$ cat config.mk
export PLATFORM = sky130hd
export DESIGN_NAME = spi_slave_ctrl
export DESIGN_NICKNAME = d
export VERILOG_FILES = /design/src/rtl/spi_pkg.sv /design/src/rtl/spi_sync_edge.sv /design/src/rtl/spi_slave_ctrl.sv
export SDC_FILE = /design/constraint.sdc
export NUM_CORES = 1
export LEC_CHECK = 0
export CAP_MARGIN = 20
export CORE_MARGIN = 4
export CORE_UTILIZATION = 59
export DETAILED_ROUTE_END_ITERATION = 8
export PLACE_DENSITY = 0.84
export RECOVER_POWER = 25
export SYNTH_ARGS = -nofsm -noshare
export SYNTH_HDL_FRONTEND = slang
export SYNTH_SLANG_ARGS = --single-unit
$ cat constraint.sdc
create_clock -name clk -period 3.3 [get_ports clk]
set_input_delay 0.66 -clock clk [delete_from_list [all_inputs] [get_ports clk]]
set_output_delay 0.66 -clock clk [all_outputs]
set_load 0.05 [all_outputs]
$ cat src/rtl/spi_pkg.sv
// Shared types and constants for the SPI responder.
package spi_pkg;

    typedef enum logic [1:0] {
        IDLE,
        LOAD,
        SHIFT
    } spi_slv_state_e;

    localparam int unsigned SPI_DATA_W = 8;

    // Replicated to the frame width when the tx holding buffer is empty at LOAD.
    localparam logic SPI_TX_FILL = 1'b0;

endpackage

$ cat src/rtl/spi_sync_edge.sv
// N-flop synchronizer with rising/falling edge pulses taken against one extra flop.
module spi_sync_edge #(
    parameter int unsigned STAGES  = 2,
    parameter logic        RST_VAL = 1'b0
) (
    input  logic clk,
    input  logic resetn,
    input  logic async_in,
    output logic sync_out,
    output logic rise,
    output logic fall
);

    logic [STAGES-1:0] sync_q;
    logic              prev_q;

    always_ff @(posedge clk) begin
        if (!resetn) begin
            sync_q <= {STAGES{RST_VAL}};
            prev_q <= RST_VAL;
        end else begin
            sync_q <= {sync_q[STAGES-2:0], async_in};
            prev_q <= sync_q[STAGES-1];
        end
    end

    assign sync_out = sync_q[STAGES-1];
    assign rise     = sync_q[STAGES-1] & ~prev_q;
    assign fall     = ~sync_q[STAGES-1] & prev_q;

endmodule

$ cat src/rtl/spi_slave_ctrl.sv
// SPI mode-0 responder oversampled on clk; one-deep tx holding buffer.
// Define SPI_SLAVE_LSB_FIRST_EN for LSB-first framing (default MSB first).
module spi_slave_ctrl
    import spi_pkg::*;
#(
    parameter int unsigned DATA_W      = SPI_DATA_W,
    parameter int unsigned SYNC_STAGES = 2
) (
    input  logic              clk,
    input  logic              resetn,
    input  logic              SCL,
    input  logic              CS_n,
    input  logic              MOSI,
    output logic              MISO,
    input  logic [DATA_W-1:0] tx_data,
    input  logic              tx_load,
    output logic              tx_ready,
    output logic [DATA_W-1:0] rx_data,
    output logic              rx_valid,
    output logic              frame_err
);

    localparam int unsigned CNT_W   = $clog2(DATA_W) + 1;
    localparam int unsigned BLANK_W = $clog2(SYNC_STAGES + 2);
    localparam logic [CNT_W-1:0]   CNT_LAST   = CNT_W'(DATA_W - 1);
    localparam logic [CNT_W-1:0]   CNT_FULL   = CNT_W'(DATA_W);
    localparam logic [BLANK_W-1:0] BLANK_INIT = BLANK_W'(SYNC_STAGES + 1);
`ifdef SPI_SLAVE_LSB_FIRST_EN
    localparam int unsigned TX_BIT = 0;
`else
    localparam int unsigned TX_BIT = DATA_W - 1;
`endif

    logic unused_scl_lvl, unused_mosi_rise, unused_mosi_fall;
    logic scl_rise, scl_fall, cs_sync, cs_rise, cs_fall, mosi_sync;

    spi_sync_edge #(.STAGES(SYNC_STAGES), .RST_VAL(1'b0)) u_sync_scl (
        .clk(clk), .resetn(resetn), .async_in(SCL),
        .sync_out(unused_scl_lvl), .rise(scl_rise), .fall(scl_fall)
    );
    spi_sync_edge #(.STAGES(SYNC_STAGES), .RST_VAL(1'b1)) u_sync_cs (
        .clk(clk), .resetn(resetn), .async_in(CS_n),
        .sync_out(cs_sync), .rise(cs_rise), .fall(cs_fall)
    );
    spi_sync_edge #(.STAGES(SYNC_STAGES), .RST_VAL(1'b0)) u_sync_mosi (
        .clk(clk), .resetn(resetn), .async_in(MOSI),
        .sync_out(mosi_sync), .rise(unused_mosi_rise), .fall(unused_mosi_fall)
    );

    spi_slv_state_e    state_q, state_d;
    logic [CNT_W-1:0]  bit_cnt_q, bit_cnt_d;
    logic [DATA_W-1:0] rx_shift_q, rx_shift_d, tx_shift_q, tx_shift_d;
    logic [DATA_W-1:0] hold_q, hold_d, rx_data_q, rx_data_d;
    logic              hold_full_q, hold_full_d, rx_valid_q, rx_valid_d;
    logic              frame_err_q, frame_err_d, miso_q, miso_d;
    logic [BLANK_W-1:0] blank_q;

    always_comb begin
        state_d     = state_q;
        bit_cnt_d   = bit_cnt_q;
        rx_shift_d  = rx_shift_q;
        tx_shift_d  = tx_shift_q;
        hold_d      = hold_q;
        hold_full_d = hold_full_q;
        rx_data_d   = rx_data_q;
        rx_valid_d  = 1'b0;
        frame_err_d = 1'b0;
        miso_d      = miso_q;

        if (tx_load && !hold_full_q) begin
            hold_d      = tx_data;
            hold_full_d = 1'b1;
        end

        unique case (state_q)
            IDLE: begin
                miso_d    = 1'b0;
                bit_cnt_d = '0;
                // A CS_n low seen across reset is a sync-chain artefact, not a new frame.
                if (cs_fall && blank_q == '0) state_d = LOAD;
            end
            LOAD: begin
                bit_cnt_d = '0;
                if (hold_full_q) begin
                    tx_shift_d  = hold_q;
                    hold_full_d = 1'b0;
                end else begin
                    tx_shift_d = {DATA_W{SPI_TX_FILL}};
                end
                miso_d  = tx_shift_d[TX_BIT];
                state_d = SHIFT;
            end
            SHIFT: begin
                if (scl_rise && !cs_sync) begin
`ifdef SPI_SLAVE_LSB_FIRST_EN
                    rx_shift_d = {mosi_sync, rx_shift_q[DATA_W-1:1]};
`else
                    rx_shift_d = {rx_shift_q[DATA_W-2:0], mosi_sync};
`endif
                    bit_cnt_d = bit_cnt_q + 1'b1;
                    if (bit_cnt_q == CNT_LAST) begin
                        rx_data_d  = rx_shift_d;
                        rx_valid_d = 1'b1;
                    end
                end else if (scl_fall && !cs_sync && bit_cnt_q != '0) begin
                    // The fall that trails the last rise belongs to the next byte, whose
                    // first bit LOAD already placed on MISO, so bit_cnt==0 falls are skipped.
`ifdef SPI_SLAVE_LSB_FIRST_EN
                    tx_shift_d = {1'b0, tx_shift_q[DATA_W-1:1]};
`else
                    tx_shift_d = {tx_shift_q[DATA_W-2:0], 1'b0};
`endif
                    miso_d = tx_shift_d[TX_BIT];
                end
                if (bit_cnt_q == CNT_FULL) state_d = LOAD;
            end
            default: state_d = IDLE;
        endcase

        if (cs_rise) begin
            frame_err_d = (state_q == SHIFT) && (bit_cnt_q != '0) && (bit_cnt_q != CNT_FULL);
            state_d     = IDLE;
            bit_cnt_d   = '0;
            rx_shift_d  = '0;
            miso_d      = 1'b0;
        end
    end

    always_ff @(posedge clk) begin
        if (!resetn) begin
            state_q     <= IDLE;
            bit_cnt_q   <= '0;
            rx_shift_q  <= '0;
            tx_shift_q  <= '0;
            hold_q      <= '0;
            hold_full_q <= 1'b0;
            rx_data_q   <= '0;
            rx_valid_q  <= 1'b0;
            frame_err_q <= 1'b0;
            miso_q      <= 1'b0;
            blank_q     <= BLANK_INIT;
        end else begin
            state_q     <= state_d;
            bit_cnt_q   <= bit_cnt_d;
            rx_shift_q  <= rx_shift_d;
            tx_shift_q  <= tx_shift_d;
            hold_q      <= hold_d;
            hold_full_q <= hold_full_d;
            rx_data_q   <= rx_data_d;
            rx_valid_q  <= rx_valid_d;
            frame_err_q <= frame_err_d;
            miso_q      <= miso_d;
            if (blank_q != '0) blank_q <= blank_q - 1'b1;
        end
    end

    assign MISO      = miso_q;
    assign tx_ready  = ~hold_full_q;
    assign rx_data   = rx_data_q;
    assign rx_valid  = rx_valid_q;
    assign frame_err = frame_err_q;

endmodule

==> flow_metrics.py <==
metrics = {
    "sta": {
        "fin_crit_ns": 2.47,
        "final-setup-viol-count": 0,
        "whs_ns": 0.443,
        "tightest_slew_ns": 1.18,
        "drv_slew": 0,
        "timing.fmax_mhz": 405,
        "tns_ns": 0,
        "hold_viol_final": 0,
        "rsz0062_at_grt": "false",
        "relSlewSlack_pct": 21.5,
        "skew_ns": 0.0103,
        "fin_crit_sh_pct": 74.8,
        "worst_slack_ns": 0.832,
    },
    "placed_design": {
        "portBuffers": 25,
        "post_dp_cell_area_sq_um": 2430,
        "routabilityCongestion": 0.839,
        "hpwl_microns": 2790,
        "dp_slack_ns": 1.22,
    },
    "cells_and_area": {
        "multi_input_area_sq_um": 1050,
        "final_layout_size_suffix_gt1_share_pct": 5.28,
        "nNetsFinal": 285,
        "fillers": 283,
        "synthToLayoutAreaGrowth_pct": 16.1,
        "diodes": 0,
        "ff_latch_area_sq_um": 1000,
        "final_area_sq_um": 2500,
    },
    "yosys": {
        "yosys_warnings": 0,
        "synth_cells": 244,
        "syn_avg_cell_area_sq_um": 8.82,
        "synth.distinct_cells": 35,
        "synth_fp_nets": 265,
        "synth_seq_cells": 50,
        "synth_edf_count": 0,
        "async_reset_ff_share_pct": 0,
        "seq_area_frac_synth_pct": 46.5,
        "synth_flop_cell": "dfxtp_1",
        "syn_area_sq_um": 2150,
    },
    "power_and_ir_drop": {
        "power-per-cell-area_nw_per_um2": 449,
        "finalPower_uw": 1120,
        "peakVddDrop_uv": 301,
        "p_leak_uw": 0.000935,
    },
    "floorplanning": {
        "fp.dieW_microns": 68.4,
        "initial_core_util_pct": 63.0,
        "fp.dieArea_sq_um": 4680,
        "core_area_sq_um": 3420,
        "num_rows": 21,
        "die_h_microns": 68.4,
        "num_io_pins": 26,
    },
    "global_route": {
        "antenna_found_initial": 0,
        "track_usage_pct": 19.4,
        "grt_pass1_vias": 1517,
        "grt-ovfl-total": 0,
        "grt_max_degree": 33,
        "grt_pass1_wl_microns": 6770,
    },
    "critical_path": {
        "crit_start": "resetn",
        "path_class": "in -> reg",
        "cp-end-kind": "flip-flop",
        "cp_top_family": "buffers and inverters",
        "worst-path-buf-inv": 2,
        "worstPathMaxFanout": 32,
        "cp_slowest_stage_delay_ns": 0.87,
        "path_cells": "dlygate4sd3_1 > clkbuf_1 > nand2_1 > a21oi_1",
        "crit_required_ns": 3.60,
        "start_kind": "input pin",
        "crit_arrival_ns": 2.77,
        "r2r_end": "rx_data[5]",
        "worstRegToRegCells": 7,
        "crit_end": "rx_shift_q[0]",
        "path_depth": 4,
        "cpMaxStageDelayCell": "clkbuf_1",
        "r2r_setup_slack_ns": 1.18,
        "rr_startpoint": "state_q[0]",
    },
    "status": {
        "status": "finished clean",
    },
    "drt": {
        "via_per_inst": 5.36,
        "drcViolationCount": 0,
        "routed_wirelength_microns": 3940,
        "routedWlPerCell_microns": 12.7,
        "drtIter0Drc": 110,
        "drtPass1Iterations": 4,
        "antenna_left": 0,
        "vias": 1666,
    },
    "clock_network": {
        "postCtsSetupBuffers": 0,
        "cts_buffers": 5,
        "holdBufCountCts": 0,
        "clk_pin_slew_worst_paths_ns": 0.14,
        "post_cts_resized": 0,
        "cts_tree": "yes",
        "clk_latency_ns": 0.36,
        "cts_root_buffer": "clkbuf_4",
        "clk_path_buf_depth": 2,
        "cts_num_sinks": 50,
        "htreeDepth": 2,
    },
    "run": {
        "maxCapViolCount": 0,
    },
    "min_path": {
        "hold_start": "u_sync_mosi.sync_q[0]",
        "min_path_type": "reg -> reg",
    },
}
[layout make-up]
class / count / share of cell area, %
clock buffer: 6 / 1.65
clock inverter: 2 / 1.50
inverter: 10 / 1.50
multi-input combinational: 168 / 42.1
sequential: 50 / 40.1
tap: 46 / 2.30
timing repair buffer: 29 / 10.9
[power by group]
| group | switching [uW] | total, uW | leakage [uW] | internal (uW) |
|---|---|---|---|---|
| combinational | 71.6 | 135 | 0.000490 | 63.0 |
| sequential | 14.2 | 639 | 0.000406 | 625 |
| clock | 189 | 349 | 0.0000385 | 160 |
[worst register-to-register path, cell delays in order (launching register included)]
cell and delay [ns]:
dfxtp_1 0.37, inv_1 0.10, ha_1 0.16, buf_4 0.23, nand4bb_1 0.45, nor4_2 0.29
buf_4 0.25, mux2i_1 0.22
[registers in the layout (all words and copies together) (netlist names), 4 cells and up]
name	cells
hold_q	8
rx_data	8
rx_shift_q	7
tx_shift_q	7
bit_cnt_q	4
[cell families (layout without fill, tap and decap cells)]
group | after synthesis | count (layout) | synth area share [%]
AOI/OAI and AO/OA | 38 | 38 | 10.8
adders and majority gates | 7 | 7 | 4.07
xor gates and xnor gates | 1 | 1 | 0.407
and+or+nand+nor | 104 | 104 | 24.8
buffers and inverters | 26 | 47 | 4.94
DFF | 50 | 50 | 46.5
muxes | 18 | 18 | 8.43
[metrics by stage]
step	cells	utilization, %
floorplan	244	-
global placement	303	71.1
detailed placement	303	71.1
CTS	311	73.4
global route	311	73.2
finish	311	73.2
[worst min path at each step]
stage	slack [ns]	to	cells after the start
floorplan	0.39	u_sync_cs.sync_q[1]	1
global placement	0.41	u_sync_cs.sync_q[1]	1
detailed placement	0.42	u_sync_cs.sync_q[1]	1
CTS	0.45	u_sync_mosi.sync_q[1]	1
global route	0.47	u_sync_cs.sync_q[1]	1
finish	0.44	u_sync_mosi.sync_q[1]	1
[cells in the mapped netlist (all sizes together) (2+ instances only)]
cell	instances	area, sq um
nand2	58	218
a211oi	2	15.0
inv	10	37.5
nand3	9	45.0
a21boi	8	60.1
and4bb	2	25.0
a21oi	13	65.1
o21ai	10	50.1
and2	13	81.3
nand2b	4	25.0
nand3b	2	15.0
and3b	6	52.6
dfxtp	50	1000
buf	3	20.0
mux2i	17	170
ha	7	87.6
clkbuf	13	48.8
nor2	2	7.51
[layout by cell type, fill, tap and decap left out, types with 2 or more instances in the layout]
| cell | n |
|---|---|
| and2_1 | 13 |
| ha_1 | 7 |
| nand3b_1 | 2 |
| nand2_1 | 58 |
| clkbuf_4 | 5 |
| nor2_1 | 2 |
| buf_4 | 2 |
| inv_1 | 10 |
| dfxtp_1 | 50 |
| a21boi_0 | 8 |
| a21oi_1 | 13 |
| and3b_1 | 6 |
| mux2i_1 | 17 |
| clkdlybuf4s50_1 | 24 |
| nand2b_1 | 4 |
| a211oi_1 | 2 |
| o21ai_0 | 10 |
| and4bb_2 | 2 |
| nand3_1 | 9 |
| clkbuf_1 | 3 |
[routing by layer]
metal / track usage [%] / share of wire [%] / vias up
met1: 25.4 / 49 / 769
li1: - / - / 857
met3: 3.94 / 4.0 / 8
met5: 0 / 0 / -
met4: 7.69 / 1.7 / 0
met2: 31.2 / 45 / 32
Power figures use the tool's default switching activity.
